**src/rtl/pending_request_encoder_if.sv**
```systemverilog
// ---------------------------------------------------------------------------
// pending_request_encoder_if
//
// Purpose: valid/ready channel that carries one selected request index from
// the pending request encoder to its single consumer.
//
// Signals:
//   out_idx   - index of the presented request (IDX_W bits)
//   out_valid - out_idx is valid
//   out_ready - consumer accepts when out_valid && out_ready
//
// Modports:
//   master - the encoder side: drives out_idx/out_valid, samples out_ready
//   slave  - the consumer side: samples out_idx/out_valid, drives out_ready
// ---------------------------------------------------------------------------
interface pending_request_encoder_if #(
  parameter int IDX_W = 4
);

  logic [IDX_W-1:0] out_idx;
  logic             out_valid;
  logic             out_ready;

  modport master (
    output out_idx,
    output out_valid,
    input  out_ready
  );

  modport slave (
    input  out_idx,
    input  out_valid,
    output out_ready
  );

endinterface

```
**src/rtl/pending_request_encoder.sv**
```systemverilog
// ---------------------------------------------------------------------------
// pending_request_encoder
//
// Purpose: collects request pulses from WIDTH sources into a pending mask and
// hands out one pending index at a time over a valid/ready channel. The index
// is picked by fixed priority (MODE 0, lowest index wins) or round-robin
// (MODE 1, search starts one past the last accepted index). A pending bit is
// cleared when the consumer accepts its index.
//
// Parameters:
//   WIDTH - number of request sources, 2..64 (non-power-of-two allowed)
//   IDX_W - output index width, must be >= clog2(WIDTH)
//   MODE  - 0 = fixed priority, 1 = round-robin
//
// Ports:
//   clk      - clock, all state updates on the rising edge
//   rst_n    - asynchronous active-low reset
//   enable   - when 0, req_in is ignored; pending requests still drain
//   clear    - synchronous flush of pending mask, output register and
//              round-robin pointer; overrides req_in and accept
//   req_in   - request pulses, one bit per source, OR-ed into pending
//   grant    - valid/ready output channel (out_idx, out_valid, out_ready)
//   pending  - current registered pending mask
//   overflow - one-cycle pulse: a request arrived for a bit already pending
//              that was not being granted in the same cycle
// ---------------------------------------------------------------------------
module pending_request_encoder #(
  parameter int WIDTH = 16,
  parameter int IDX_W = 4,
  parameter int MODE  = 0
) (
  input  logic                      clk,
  input  logic                      rst_n,
  input  logic                      enable,
  input  logic                      clear,
  input  logic [WIDTH-1:0]          req_in,
  pending_request_encoder_if.master grant,
  output logic [WIDTH-1:0]          pending,
  output logic                      overflow
);

  // Width of an index that can address every source. Any out_idx bits above
  // this are tied to zero.
  localparam int SEL_W = (WIDTH > 1) ? $clog2(WIDTH) : 1;

  // Round-robin pointer value that makes the next search start at index 0.
  localparam logic [SEL_W-1:0] LAST_INIT = SEL_W'(WIDTH - 1);

  // Registered output channel state and round-robin pointer.
  logic [SEL_W-1:0] sel_q;
  logic             valid_q;
  logic [SEL_W-1:0] last_q;

  // Combinational helpers.
  logic             accept;
  logic [WIDTH-1:0] req_eff;
  logic [WIDTH-1:0] held_mask;
  logic [WIDTH-1:0] gmask;
  logic [WIDTH-1:0] pending_next;
  logic             overflow_next;
  logic [WIDTH-1:0] cand;
  logic [SEL_W-1:0] scan_base;
  logic [SEL_W-1:0] scan_start;
  logic [WIDTH-1:0] upper_mask;
  logic [WIDTH-1:0] upper_cand;
  logic [SEL_W-1:0] pick;

  // One-hot decode of an index into a WIDTH-bit mask.
  function automatic logic [WIDTH-1:0] one_hot(input logic [SEL_W-1:0] idx);
    logic [WIDTH-1:0] bit0;
    bit0    = '0;
    bit0[0] = 1'b1;
    return bit0 << idx;
  endfunction

  // Index of the lowest set bit; returns 0 for an all-zero vector, callers
  // only use the result when the vector is non-zero.
  function automatic logic [SEL_W-1:0] lowest_set(input logic [WIDTH-1:0] vec);
    logic [SEL_W-1:0] res;
    res = '0;
    for (int i = WIDTH - 1; i >= 0; i--) begin
      if (vec[i]) begin
        res = SEL_W'(i);
      end
    end
    return res;
  endfunction

  // Handshake, pending-mask update and overflow detection. The grant mask is
  // removed before the new requests are OR-ed in, so a source that is
  // granted and re-requests in the same cycle stays pending without being
  // flagged as an overflow.
  always_comb begin
    accept        = valid_q && grant.out_ready;
    req_eff       = enable ? req_in : '0;
    held_mask     = valid_q ? one_hot(sel_q) : '0;
    gmask         = accept ? held_mask : '0;
    pending_next  = (pending & ~gmask) | req_eff;
    overflow_next = |(req_eff & pending & ~gmask);
  end

  // Arbitration. Candidates come from the registered pending mask minus the
  // index currently on the output, so a request arriving this cycle is only
  // eligible one edge later. Round-robin splits the candidates into the part
  // at or above the scan start and takes its lowest bit; if that part is
  // empty the search has wrapped, and the lowest candidate overall wins.
  // When an accept is happening, the scan starts just past the index being
  // accepted because that index becomes the new pointer on this edge.
  always_comb begin
    cand       = pending & ~held_mask;
    scan_base  = accept ? sel_q : last_q;
    scan_start = (scan_base >= LAST_INIT) ? '0 : scan_base + SEL_W'(1);
    upper_mask = ~(one_hot(scan_start) - WIDTH'(1));
    upper_cand = cand & upper_mask;
    pick       = lowest_set(cand);
    if (MODE == 1 && (|upper_cand)) begin
      pick = lowest_set(upper_cand);
    end
  end

  // Pending mask and overflow pulse. Clear flushes everything and also
  // suppresses any overflow indication for the cycle.
  always_ff @(posedge clk or negedge rst_n) begin
    if (!rst_n) begin
      pending  <= '0;
      overflow <= 1'b0;
    end else if (clear) begin
      pending  <= '0;
      overflow <= 1'b0;
    end else begin
      pending  <= pending_next;
      overflow <= overflow_next;
    end
  end

  // Output register and round-robin pointer. The output only reloads when it
  // is empty or being accepted, so a stalled index is never preempted by a
  // newly arriving higher-priority request.
  always_ff @(posedge clk or negedge rst_n) begin
    if (!rst_n) begin
      valid_q <= 1'b0;
      sel_q   <= '0;
      last_q  <= LAST_INIT;
    end else if (clear) begin
      valid_q <= 1'b0;
      sel_q   <= '0;
      last_q  <= LAST_INIT;
    end else begin
      if (accept && MODE == 1) begin
        last_q <= sel_q;
      end
      if (!valid_q || accept) begin
        if (|cand) begin
          valid_q <= 1'b1;
          sel_q   <= pick;
        end else begin
          valid_q <= 1'b0;
          sel_q   <= '0;
        end
      end
    end
  end

  assign grant.out_valid = valid_q;
  assign grant.out_idx   = IDX_W'(sel_q);

endmodule

```
**src/flat_wrapper.sv**
```systemverilog
// flat-port wrapper written by rule: the top's interface ports become plain ports
module pending_request_encoder_flat 
#(
  parameter int WIDTH = 16,
  parameter int IDX_W = 4,
  parameter int MODE  = 0
)
  (clk, rst_n, enable, clear, req_in, pending, overflow, grant_out_idx, grant_out_valid, grant_out_ready);
  pending_request_encoder_if #(.IDX_W(IDX_W)) grant_i ();
  input  logic clk;
  input  logic rst_n;
  input  logic enable;
  input  logic clear;
  input  logic [WIDTH-1:0] req_in;
  output logic [WIDTH-1:0] pending;
  output logic overflow;
  output wire logic [$bits(grant_i.out_idx)-1:0] grant_out_idx;
  output wire logic [$bits(grant_i.out_valid)-1:0] grant_out_valid;
  input wire logic [$bits(grant_i.out_ready)-1:0] grant_out_ready;
  assign grant_out_idx = grant_i.out_idx;
  assign grant_out_valid = grant_i.out_valid;
  assign grant_i.out_ready = grant_out_ready;
  pending_request_encoder #(.WIDTH(WIDTH), .IDX_W(IDX_W), .MODE(MODE)) u_core (.clk(clk), .rst_n(rst_n), .enable(enable), .clear(clear), .req_in(req_in), .grant(grant_i), .pending(pending), .overflow(overflow));
endmodule
```
**config.mk**
```make
export PLATFORM = sky130hd
export DESIGN_NAME = pending_request_encoder_flat
export DESIGN_NICKNAME = d
export VERILOG_FILES = /design/src/rtl/pending_request_encoder_if.sv /design/src/rtl/pending_request_encoder.sv /design/src/flat_wrapper.sv
export SDC_FILE = /design/constraint.sdc
export NUM_CORES = 1
export LEC_CHECK = 0
export CAP_MARGIN = 15
export CORE_ASPECT_RATIO = 1.75
export CORE_MARGIN = 4
export CORE_UTILIZATION = 42
export CTS_BUF_LIST = sky130_fd_sc_hd__clkbuf_8
export CTS_CLUSTER_SIZE = 16
export DETAILED_ROUTE_END_ITERATION = 6
export PLACE_DENSITY = 0.72
export RECOVER_POWER = 25
export SLEW_MARGIN = 15
export SYNTH_ARGS = -nofsm -noshare
export SYNTH_HDL_FRONTEND = slang
export SYNTH_SLANG_ARGS = --single-unit
```
**constraint.sdc**
```tcl
create_clock -name clk -period 5.1 [get_ports clk]
set_input_delay 0.51 -clock clk [delete_from_list [all_inputs] [get_ports clk]]
set_output_delay 0.51 -clock clk [all_outputs]
set_load 0.02 [all_outputs]
```
==> summary.md, run 1 <==
| Metric | Value |
|---|---|
| Crit path time final | `approximately 2.4 ns` |
| Fmax achieved | `about 420 MHz` |
| GPL Wtd Cong | `a little over 0.9` |
| Arrival @ worst endpoint | `about 2.6 ns` |
| Die X | `57.4 um` |
| Initial Util | `43.2%` |
| R2R depth | `5` |
| Die area | `~5400 um^2` |
| Final WL | `roughly 5600 um` |
| Total GRT Usage | `between 20% and 30%` |
| Flop pwr share | `43.9%` |
| RSZ-0062 raised after global routing | `no` |
| Core Box Area | `4150 um^2` |
| Antenna violations before repair | `0` |
| Hold_buf cts | `0` |
| Post-synthesis cell count | `211` |
| Sw Ratio | `between 30% and 40%` |
| Clk_skew | `0.00130 ns` |
| WP data required | `roughly 5.3 ns` |
| Top cells by count, synth | `dfrtp_1, nand2_1, a21oi_1` |
| Sequential fraction of the synthesis area | `30.7%` |
| Synth Area per Inst | `~8.5 um^2` |
| Via density | `6.41` |
| ANT nets after route | `0` |
| Hold WC Path Type | `input port to async pin` |
| Primary FF master, synth | `dfrtp_1` |
| Power share of the clock group | `20.0%` |
| Final Hold Vio Count | `0` |
| Dpl hpwl | `slightly above 4000 um` |
| I/O Buffers | `between 40 and 50` |
| WS Path Type | `flip-flop to flip-flop` |
| Worst r2r dst | `u_core.overflow` |
| Period utilisation layout | `47.0%` |
| Vias in the first global route | `2,027` |
| Final Slew Violations | `0` |
| Post-synth cell types | `59` |
| Synth top area share | `30.7%` |
| Yosys top cell by area | `dfrtp_1` |
| Worst-skew pair later-pin latency | `0.26 ns` |
| Ranking of synthesized cells by area | `dfrtp_1, a21oi_1, nand2_1, o21ai_0, o211ai_1` |
| Fraction of layout cells with a size suffix above 1 | `6.97%` |
| CTS H-tree depth | `1` |
| Combinational group share of total power | `36.2%` |
| CP max FO | `22` |
| Seq. cell area | `551 um^2` |
| Syn_nets | `232` |
| Post-synth EDFFs | `0` |
| Multi-input gate area | `approximately 1100 um^2` |
| Flop-to-flop setup slack | `2.70 ns` |
| Worst r2r src | `u_core.grant.out_idx[1]` |
| Slew @ Worst Pin | `roughly 1.2 ns` |
| Status | `complete, no violations` |
| GRT Residual Overflow | `0` |
| Crit. End Element | `flip-flop` |
| Switching power total | `~0.2 mW` |
| Area Overhead vs Synth | `24.8%` |
| CTS tree | `done` |
| Sink Count | `22` |
| DR DRC count | `0` |
| CTS root buffer | `clkbuf_8` |
| IO Pins | `43` |
| Total number of vias | `1,879` |
| # nets final | `between 200 and 300` |
| Lkg Pwr | `0.866 nW` |
| First-pass GRT wire length | `9550 um` |
| Std-Cell Rows | `31` |
| Slew Limit Headroom | `17.0%` |
| Setup_tns | `0 ns` |
| Power Density | `242 nW/um^2` |
| Ys Warns | `0` |
| DR WL/cell | `19.2 um` |
| Cts bufs inserted | `3` |
| CTS clk-pin slew, worst paths | `around 0.080 ns` |
| Synthesized cell area | `1790 um^2` |
| Max Root-Sink Buffers | `2` |
| Postcts setup bufs | `0` |
| Largest net degree at the start of global routing | `23` |
| Final setup viols | `0` |
| # resized after CTS | `0` |
| Most common cell in the netlist | `dfrtp_1` |
| Max_cap viols | `0` |
| Iteration-0 DRC Markers | `74` |
| Drt first pass iters | `4` |
| Final hold slack | `0.492 ns` |
| ANT cells | `0` |
| Synthesized flop and latch total | `22` |
| Internal power | `0.338 mW` |
| Fillers | `388` |
| Chip Height | `94.4 um` |
| Critical path startpoint category | `flip-flop` |
| Peak supply drop | `0.000158 V` |
| Post-synth ARST share | `100%` |
worst max-delay path, cell delays in order, from the launching register on:
cell and delay, ns:
dfrtp_1 0.81, nand2b_1 0.37, o211ai_1 0.26, o221ai_1 0.14, or3_1 0.35, o311a_1 0.34
per-stage QoR:
step                      std cells  setup WS (ns)  total power, mW  util (%)  area [um^2]
after floorplan                 211           3.14            0.356         -         1790
after global placement          290           2.60            0.436      53.1         2200
after detailed placement        290           2.55            0.437      53.1         2200
after CTS                       293           2.72            0.545      54.1         2240
after global routing            293           2.47            0.576      53.9         2240
final                           293           2.70            0.542      53.9         2240
kinds of logic after synthesis:
kind of cell	after synthesis	share of synthesized area (%)
and+or+nand+nor	72	24.6
DFF	22	30.7
muxes	11	6.63
AOI/OAI and AO/OA	84	32.0
buffers and inverters	22	6.07
worst max-delay path by stage:
| stage | endpoint | from | depth (start not counted) | slack [ns] |
|---|---|---|---|---|
| after floorplan | u_core.overflow | u_core.grant.out_idx[0] | 5 | 3.14 |
| final | u_core.overflow | u_core.grant.out_idx[1] | 5 | 2.70 |
| after global placement | u_core.overflow | grant_out_ready | 6 | 2.60 |
| after global routing | u_core.overflow | u_core.grant.out_idx[1] | 5 | 2.47 |
| after detailed placement | u_core.overflow | grant_out_ready | 6 | 2.55 |
| after CTS | u_core.overflow | u_core.grant.out_idx[1] | 5 | 2.72 |
state kept, by name, summed over array words and instances (netlist names):
signal                  count
u_core.pending             16
u_core.grant.out_idx        4
u_core.grant.out_valid      1
u_core.overflow             1
cells in the final DEF (no fill, tap or decap), drive strengths merged, types with 5 or more instances in the layout:
cell / count
nand2: 20
inv: 10
nand2b: 5
o211ai: 9
a21oi: 19
or2: 5
o22ai: 5
o21ai: 19
nor2: 13
dfrtp: 22
mux2: 7
clkdlybuf4s50: 41
power groups by stage:
stage               Sequential (mW)  Clock, mW  Combinational [mW]
detailed placement            0.241          0               0.197
CTS                           0.237      0.110               0.198
finish                        0.238      0.108               0.196
floorplan                     0.227          0               0.129
global route                  0.243      0.118               0.215
global placement              0.241          0               0.196
cell type report:
type                    instances  area share [%]
well taps                      49            2.74
multi-input cells             167            50.6
repair buffers                 42            18.5
flip-flops and latches         22            24.6
inverters                      10            1.68
clock buffers                   3            1.84
per-layer routing:
| layer | wire, um | track usage [%] | share of wire, % |
|---|---|---|---|
| met5 | 0 | 0 | 0 |
| met4 | 184 | 11.6 | 3.3 |
| met3 | 265 | 2.46 | 4.7 |
| met2 | 3090 | 40.3 | 55 |
| met1 | 2080 | 25.5 | 37 |
No activity file was read; power rests on OpenSTA's default activity.
==> inputs of run 2 (changes only) <==
Settings changed: PLACE_DENSITY 0.72 to 0.75.
Clock period 5.1 ns to 2.18 ns, I/O delays scaled along.
==> summary.md, run 2 (same netlist as run 1, synthesis figures left out) <==
| Metric | Value |
|---|---|
| Status | `complete, no violations` |
| CTS root buffer | `clkbuf_8` |
| Slew Limit Headroom | `10.3%` |
| Hold WC Path Type | `input port to flip-flop` |
| Max_cap viols | `0` |
| Design Area, Final | `2470 um^2` |
| Clk_skew | `between 0.006 and 0.007 ns` |
| CTS tree | `done` |
| WS Path Type | `flip-flop to flip-flop` |
| Peak supply drop | `0.000414 V` |
| Die X | `57.4 um` |
| Total chip power | `1.35 mW` |
| Chip Height | `94.4 um` |
| Cts bufs inserted | `3` |
| Largest register FFs | `16` |
| I/O Buffers | `42` |
| Area Overhead vs Synth | `37.8%` |
| Total number of vias | `1,981` |
| Most frequent cells in the layout | `clkdlybuf4s50_1, buf_4, dfrtp_1` |
| Final Hold Vio Count | `0` |
| Critical path startpoint category | `flip-flop` |
| Non-Filler Instances | `318` |
| DR WL/cell | `18.5 um` |
| Fmax achieved | `482 MHz` |
| Max Root-Sink Buffers | `2` |
| Antenna violations before repair | `0` |
| CTS H-tree depth | `1` |
| Placed insts | `315` |
| Dpl hpwl | `4580 um` |
| Fraction of layout cells with a size suffix above 1 | `15.6%` |
| Crit path time final | `2.08 ns` |
| Period utilisation layout | `95.2%` |
| Final Slew Violations | `0` |
| WP data required | `2.32 ns` |
| Commonest non-fill, non-tap cell in the layout | `clkdlybuf4s50_1` |
| DR DRC count | `0` |
| Drt first pass iters | `4` |
| IO Pins | `43` |
| Iteration-0 DRC Markers | `70` |
| GPL Wtd Cong | `a little under 1` |
| First-pass GRT wire length | `9400 um` |
| Std-Cell Rows | `31` |
| Via density | `6.23` |
| CTS clk-pin slew, worst paths | `0.08 ns` |
| Arrival @ worst endpoint | `between 2 and 2.5 ns` |
| Final setup viols | `0` |
| Lkg Pwr | `around 1 nW` |
| Power Density | `approximately 540 nW/um^2` |
| Vias in the first global route | `1,976` |
| # nets final | `292` |
| Placement Cell Area | `roughly 2400 um^2` |
| ANT cells | `0` |
| Final WL | `about 6000 um` |
| Initial Util | `between 40% and 50%` |
| Worst-skew pair later-pin latency | `0.26 ns` |
| ANT nets after route | `0` |
| Largest net degree at the start of global routing | `23` |
| GRT Residual Overflow | `0` |
| Total GRT Usage | `22.3%` |
| Slew @ Worst Pin | `1.34 ns` |
| Core Box Area | `4150 um^2` |
| Crit. End Element | `flip-flop` |
| RSZ-0062 raised after global routing | `no` |
| CP max FO | `7` |
| Reg with most FFs | `u_core.pending` |
| Sink Count | `22` |
| Setup_tns | `0 ns` |
| Die area | `between 5000 and 6000 um^2` |
run 2: cell count changes in the layout (fill, tap and decap cells not counted):
cell and change:
buf_4 +22, buf_12 +2, dlygate4sd3_1 +1, nand4bb_1 -1, nand4bb_4 +1
run 2: per-stage QoR:
| step | util, % | hold slack (ns) | setup WS [ns] |
|---|---|---|---|
| floorplan | - | -0.0776 | 0.220 |
| CTS | 59.2 | 0.324 | 0.104 |
| global route | 59.5 | 0.555 | 0.0171 |
| detailed placement | 58.2 | 0.604 | 0.0425 |
| finish | 59.5 | 0.543 | 0.104 |
| global placement | 58.2 | 0.600 | 0.0523 |
run 2: worst max-delay path, cell delays in order (launching register included):
cell and delay (ns):
dfrtp_1 0.57, buf_4 0.22, nand4b_1 0.18, a22o_1 0.26, a221o_1 0.37, a211oi_1 0.24, o31ai_1 0.12
run 2: worst paths after layout:
check | depth (start not counted) | to | start | slack, ns
setup / recovery | 6 | u_core.grant.out_idx[0] | u_core.grant.out_valid | 0.10
hold / removal | 3 | u_core.pending[11] | req_in[11] | 0.54
setup reg to reg | 6 | u_core.grant.out_idx[0] | u_core.grant.out_valid | 0.10
hold reg to reg | 2 | u_core.pending[5] | u_core.pending[5] | 0.68
max in group asynchronous | 2 | u_core.grant.out_idx[3] | rst_n | 0.61
min in group asynchronous | 2 | u_core.pending[2] | rst_n | 0.78
run 2: routing by layer:
metal	routed length (um)	part of all wire [%]	global-route usage (%)
met5	0	0	0
met1	2220	38	25.6
met4	167	2.8	9.48
met3	326	5.5	1.92
met2	3160	54	40.9
run 2: final cells by class:
type                            instances  area [um^2]
Sequential cell                        22          551
Fill cell                             375         1680
Multi-Input combinational cell        167         1150
Inverter                               10         37.5
Timing Repair Buffer                   67          629
Tap cell                               49         61.3
Clock buffer                            3         41.3
run 2: what timing repair did:
item / CTS / global route
hold buffers: 0 / 0
endpoints found under the setup margin: 0 / 1
buffers inserted: 0 / 0
gates resized for setup: 0 / 2
run 2: where the power goes:
group / internal [mW] / switching (mW) / leakage (nW) / total [mW]
clock: 0.123 / 0.129 / 0.0216 / 0.253
sequential: 0.440 / 0.0637 / 0.288 / 0.504
combinational: 0.290 / 0.300 / 0.687 / 0.590
==> inputs of run 3 (changes only) <==
Settings changed: ABC_CLOCK_PERIOD_IN_PS from default to 2180, CAP_MARGIN 15 to 20.
==> results of run 3 <==
No change in the layout: final DEF, timing and power equal those of run 2.
